--- src/rtl/alu_pkg.sv ---
// Shared width, opcode encodings and the full-adder helper for the 4-bit toy-processor ALU.
package alu_pkg;

   localparam int ALU_W = 4;

   localparam logic [2:0] OP_AND = 3'b000;
   localparam logic [2:0] OP_OR  = 3'b001;
   localparam logic [2:0] OP_XOR = 3'b010;
   localparam logic [2:0] OP_NOT = 3'b011;
   localparam logic [2:0] OP_ADD = 3'b100;
   localparam logic [2:0] OP_SUB = 3'b101;
   localparam logic [2:0] OP_INC = 3'b110;
   localparam logic [2:0] OP_DEC = 3'b111;

   // One full-adder stage: returns {carry_out, sum_bit}.
   function automatic logic [1:0] full_add(input logic a, input logic b, input logic ci);
      return {(a & b) | (a & ci) | (b & ci), a ^ b ^ ci};
   endfunction

endpackage

--- src/rtl/alu_ripple_adder4.sv ---
// 4-bit ripple-carry adder built from a chain of full-adder stages.
module alu_ripple_adder4
   import alu_pkg::*;
(
   input  logic [ALU_W-1:0] x,
   input  logic [ALU_W-1:0] y,
   input  logic             cin,
   output logic [ALU_W-1:0] s,
   output logic             cout
);

   logic [ALU_W:0] carry_s;

   assign carry_s[0] = cin;

   for (genvar i = 0; i < ALU_W; i++) begin : g_fa
      assign {carry_s[i+1], s[i]} = full_add(x[i], y[i], carry_s[i]);
   end

   assign cout = carry_s[ALU_W];

endmodule

--- src/rtl/alu_lab_instructions.sv ---
// 4-bit ALU execute unit: logic ops for M=0, shared-adder arithmetic for M=1, outputs registered.
module alu_lab_instructions
   import alu_pkg::*;
(
   input  logic             clk,
   input  logic             rst,
   input  logic [ALU_W-1:0] A,
   input  logic [ALU_W-1:0] B,
   input  logic             M,
   input  logic             S1,
   input  logic             S0,
   output logic             c_out,
   output logic [ALU_W-1:0] SUM
);

   logic [2:0]       op_s;
   logic [ALU_W-1:0] add_y_s;
   logic             add_cin_s;
   logic [ALU_W-1:0] add_sum_s;
   logic             add_cout_s;
   logic [ALU_W-1:0] logic_res_s;
   logic [ALU_W-1:0] result_s;
   logic             carry_s;
   logic [ALU_W-1:0] sum_r;
   logic             c_out_r;

   assign op_s = {M, S1, S0};

   // Operand-Y and carry-in selection; SUB is A + ~B + 1, DEC is A + 1111.
   always_comb begin
      add_y_s   = {ALU_W{1'b0}};
      add_cin_s = 1'b0;
      case (op_s)
         OP_ADD: begin
            add_y_s   = B;
            add_cin_s = 1'b0;
         end
         OP_SUB: begin
            add_y_s   = ~B;
            add_cin_s = 1'b1;
         end
         OP_INC: begin
            add_y_s   = {ALU_W{1'b0}};
            add_cin_s = 1'b1;
         end
         OP_DEC: begin
            add_y_s   = {ALU_W{1'b1}};
            add_cin_s = 1'b0;
         end
         default: begin
            add_y_s   = {ALU_W{1'b0}};
            add_cin_s = 1'b0;
         end
      endcase
   end

   alu_ripple_adder4 u_adder (
      .x    (A),
      .y    (add_y_s),
      .cin  (add_cin_s),
      .s    (add_sum_s),
      .cout (add_cout_s)
   );

   // Logic unit, selected by the low two opcode bits.
   always_comb begin
      logic_res_s = {ALU_W{1'b0}};
      case (op_s[1:0])
         2'b00:   logic_res_s = A & B;
         2'b01:   logic_res_s = A | B;
         2'b10:   logic_res_s = A ^ B;
         2'b11:   logic_res_s = ~A;
         default: logic_res_s = {ALU_W{1'b0}};
      endcase
   end

   // Result mux: the carry flag is forced low for logic operations.
   always_comb begin
      result_s = {ALU_W{1'b0}};
      carry_s  = 1'b0;
      if (op_s[2]) begin
         result_s = add_sum_s;
         carry_s  = add_cout_s;
      end else begin
         result_s = logic_res_s;
         carry_s  = 1'b0;
      end
   end

   // Output registers; reset discards the operation in flight.
   always_ff @(posedge clk) begin
      if (rst) begin
         sum_r   <= {ALU_W{1'b0}};
         c_out_r <= 1'b0;
      end else begin
         sum_r   <= result_s;
         c_out_r <= carry_s;
      end
   end

   assign SUM   = sum_r;
   assign c_out = c_out_r;

endmodule

--- config.mk ---
export PLATFORM = sky130hd
export DESIGN_NAME = alu_lab_instructions
export DESIGN_NICKNAME = d
export VERILOG_FILES = /design/src/rtl/alu_pkg.sv /design/src/rtl/alu_ripple_adder4.sv /design/src/rtl/alu_lab_instructions.sv
export SDC_FILE = /design/constraint.sdc
export NUM_CORES = 1
export LEC_CHECK = 0
export BUFFER_PORTS_ARGS = -buffer_cell sky130_fd_sc_hd__buf_2
export CAP_MARGIN = 20
export CORE_AREA = 2 2 46 48
export CTS_BUF_LIST = sky130_fd_sc_hd__clkbuf_8 sky130_fd_sc_hd__clkbuf_16
export DETAILED_ROUTE_END_ITERATION = 8
export DIE_AREA = 0 0 48 50
export HOLD_SLACK_MARGIN = 0.06
export PLACE_DENSITY_LB_ADDON = 0.1
export SYNTH_ARGS = -nofsm -noshare
export SYNTH_HDL_FRONTEND = slang
export SYNTH_HIERARCHICAL = 1
export SYNTH_SLANG_ARGS = --single-unit
export TNS_END_PERCENT = 1
--- constraint.sdc ---
create_clock -name clk -period 4.02 [get_ports clk]
set_input_delay 0.201 -clock clk [delete_from_list [all_inputs] [get_ports clk]]
set_output_delay 0.201 -clock clk [all_outputs]
set_load 0.03 [all_outputs]
==> run_results.csv <==
group,metric,value,unit
floorplanning,io_pins,18,
detailed_routing,drc_errors,0,
clocking,root_buffer,"clkbuf_8",
detailed_routing,ant_nets,0,
floorplanning,core_area,0.001902,mm^2
synth,seq_area_frac_synth,0.1501,
global_route,antenna_found_initial,0,
floorplanning,start_util,0.3507,
pwr,vdd.ir_drop.worst,0.1373,mV
clocking,cts_resized,0,
floorplanning,dieWidth,48,um
place,place_inst,121,
floorplanning,die_y,50,um
global_route,grt_pass1_wl,2090,um
detailed_routing,firstDrtPassIters,4,
synth,async_flop_share,0,
synth,synth_top_area_frac,0.1501,
clocking,cts_made_buffers,3,
cells_and_area,drive_gt1_frac,0.2245,
sta,slew_violations,0,
clocking,cts_tree,"done",
detailed_routing,post_drt_via_cell_ratio,4.416,
sta,min_period,2.696,ns
sta,finalCritPeriodShare,0.6705,
setup_path,critical_path.startpoint_type,"input pin",
setup_path,worstPathRequired,4.12,ns
synth,yosysTopAreaCell,"dfxtp_1",
clocking,cts_setup_buffers,0,
clocking,clockBufferDepth,2,
detailed_routing,routedWlPerCell,10.02,um
sta,relSlewSlack,0.7601,
cells_and_area,multi_input_area,460.4,um^2
setup_path,cp_data_arrival_time,2.80,ns
sta,final-hold-violation-count,0,
cells_and_area,final_cells,125,
sta,final-setup-viol-count,0,
synth,synth.avg_cell_area,8.233,um^2
place,finalWeightedCongestion,0.6880,
cells_and_area,seqCellArea,100.1,um^2
synth,synth_area_leaders,"dfxtp_1, ha_1, fa_1",
pwr,p_leak,0.4297,nW
detailed_routing,drtIter0Drc,1,
global_route,track_usage,0.1195,
synth,synth_nets,106,
detailed_routing,vias,552,
pwr,power_density,266.4,mW/mm^2
place,dpl.hpwl,995,um
min_path,holdPathStages,2,
synth,ys.flop_type,"dfxtp_1",
global_route,grt-ovfl-total,0,
cells_and_area,final_nets,124,
synth,ys_top_cells_by_count,"inv_1, ha_1, dfxtp_1, nand2_1, o21ai_0",
sta,tightest_slew,0.3599,ns
clocking,cts_sinks,5,
sta,hold_slack,0.3184,ns
floorplanning,die_area,0.002400,mm^2
job,maxCapViolations,0,
sta,rsz0062_at_grt,"no",
cells_and_area,n_antenna_cell,0,
setup_path,path_class,"input pin to flip-flop",
floorplanning,placementRows,16,
clocking,cts.clk_slew.worst_paths,0.03,ns
min_path,hp-start,"rst",
global_route,grt_max_degree,22,
place,portBuffers,17,
clocking,cts.htree.levels,1,
sta,tns,0,ns
detailed_routing,finalWirelength,1253,um
setup_path,cp-end-kind,"flip-flop",
sta,max_freq,371.0,MHz
setup_path,cp_max_fo,21,
synth,ys_seq_elements,5,
synth,synth.distinct_cells,23,
synth,yosys_warnings,6,
synth,synth_cells,81,
min_path,hold_path.class,"input pin to flip-flop",
cells_and_area,fillerInstances,208,
clocking,postCtsHoldBufs,0,
synth,synth_enable_flop_cells,0,
global_route,grt_pass1_vias,484,
synth,netlist_area,666.9,um^2
cells_and_area,syn2layout_area_growth,19.89,%
status,status,"finished clean",
min_path,hold-path-endpoint,"SUM[0]",
synth,synth.most_common_cell,"inv_1",
## worst max-delay path, cell delays in order
cell,delay (ns)
buf_2,0.22
or3_1,0.38
a21boi_1,0.14
inv_1,0.07
fa_1,0.41
inv_1,0.07
fa_1,0.17
fa_1,0.18
inv_1,0.05
fa_1,0.47
inv_1,0.03
and3b_1,0.15
a221o_1,0.24
## layout by cell type (no fill, tap or decap), types with 4 or more instances in the layout
master	instances
a21boi_1	4
dfxtp_1	5
o21ai_0	5
ha_1	8
nor2b_1	4
inv_1	21
or3_1	4
nand2_1	5
buf_2	17
o211ai_1	4
fa_1	4
## flip-flops by register name, indices dropped and copies added, names as in the netlist
register  cells
c_out         1
SUM           4
## routing by layer
metal	wire, um	vias to the layer above	track usage
met5	0	-	0
met4	0	0	0.05405
met3	60	0	0.01465
met2	576	10	0.1711
met1	615	248	0.1729
li1	-	294	-
## cell families after synthesis
logic type / share of synthesized area
flip-flops: 0.1501
adder cells (fa/ha/maj): 0.2702
AND/OR/NAND/NOR: 0.1782
AO/OA/AOI/OAI: 0.1651
multiplexers: 0.06379
XOR/XNOR: 0.01314
buffers and inverters: 0.1595
## cell type report
type,instances,area share
clock buffers,3,0.05164
clock inverters,1,0.004695
inverters,20,0.09390
multi-input cells,52,0.5759
flip-flops and latches,5,0.1252
well taps,27,0.04225
repair buffers,17,0.1064
## through the flow
stage / power (mW) / utilization / cell area [um^2] / setup WS (ns)
2_1_floorplan: 0.1076 / - / 666.9 / 1.289
3_3_place_gp: 0.1261 / 0.3967 / 754.5 / 1.086
3_5_place_dp: 0.1277 / 0.3967 / 754.5 / 1.073
4_1_cts: 0.2165 / 0.4204 / 799.5 / 1.303
5_1_grt: 0.2324 / 0.4204 / 799.5 / 1.173
6_report: 0.2130 / 0.4204 / 799.5 / 1.324
## worst max-delay path by stage
stage	start	to	slack (ns)	depth (start not counted)
final	S0	SUM[3]	1.32	13
after global routing	S0	SUM[3]	1.17	13
after detailed placement	S0	SUM[3]	1.07	13
after floorplan	S1	SUM[3]	1.29	13
after CTS	S0	SUM[3]	1.30	13
after global placement	S0	SUM[3]	1.09	13
## where the power goes
group	internal [mW]	switching [mW]	leakage, nW
sequential	0.0552	0.000834	0.0414
clock	0.0652	0.0220	0.0269
combinational	0.0279	0.0419	0.361
total	0.148	0.0647	0.430
(Power assumes the default switching activity.)
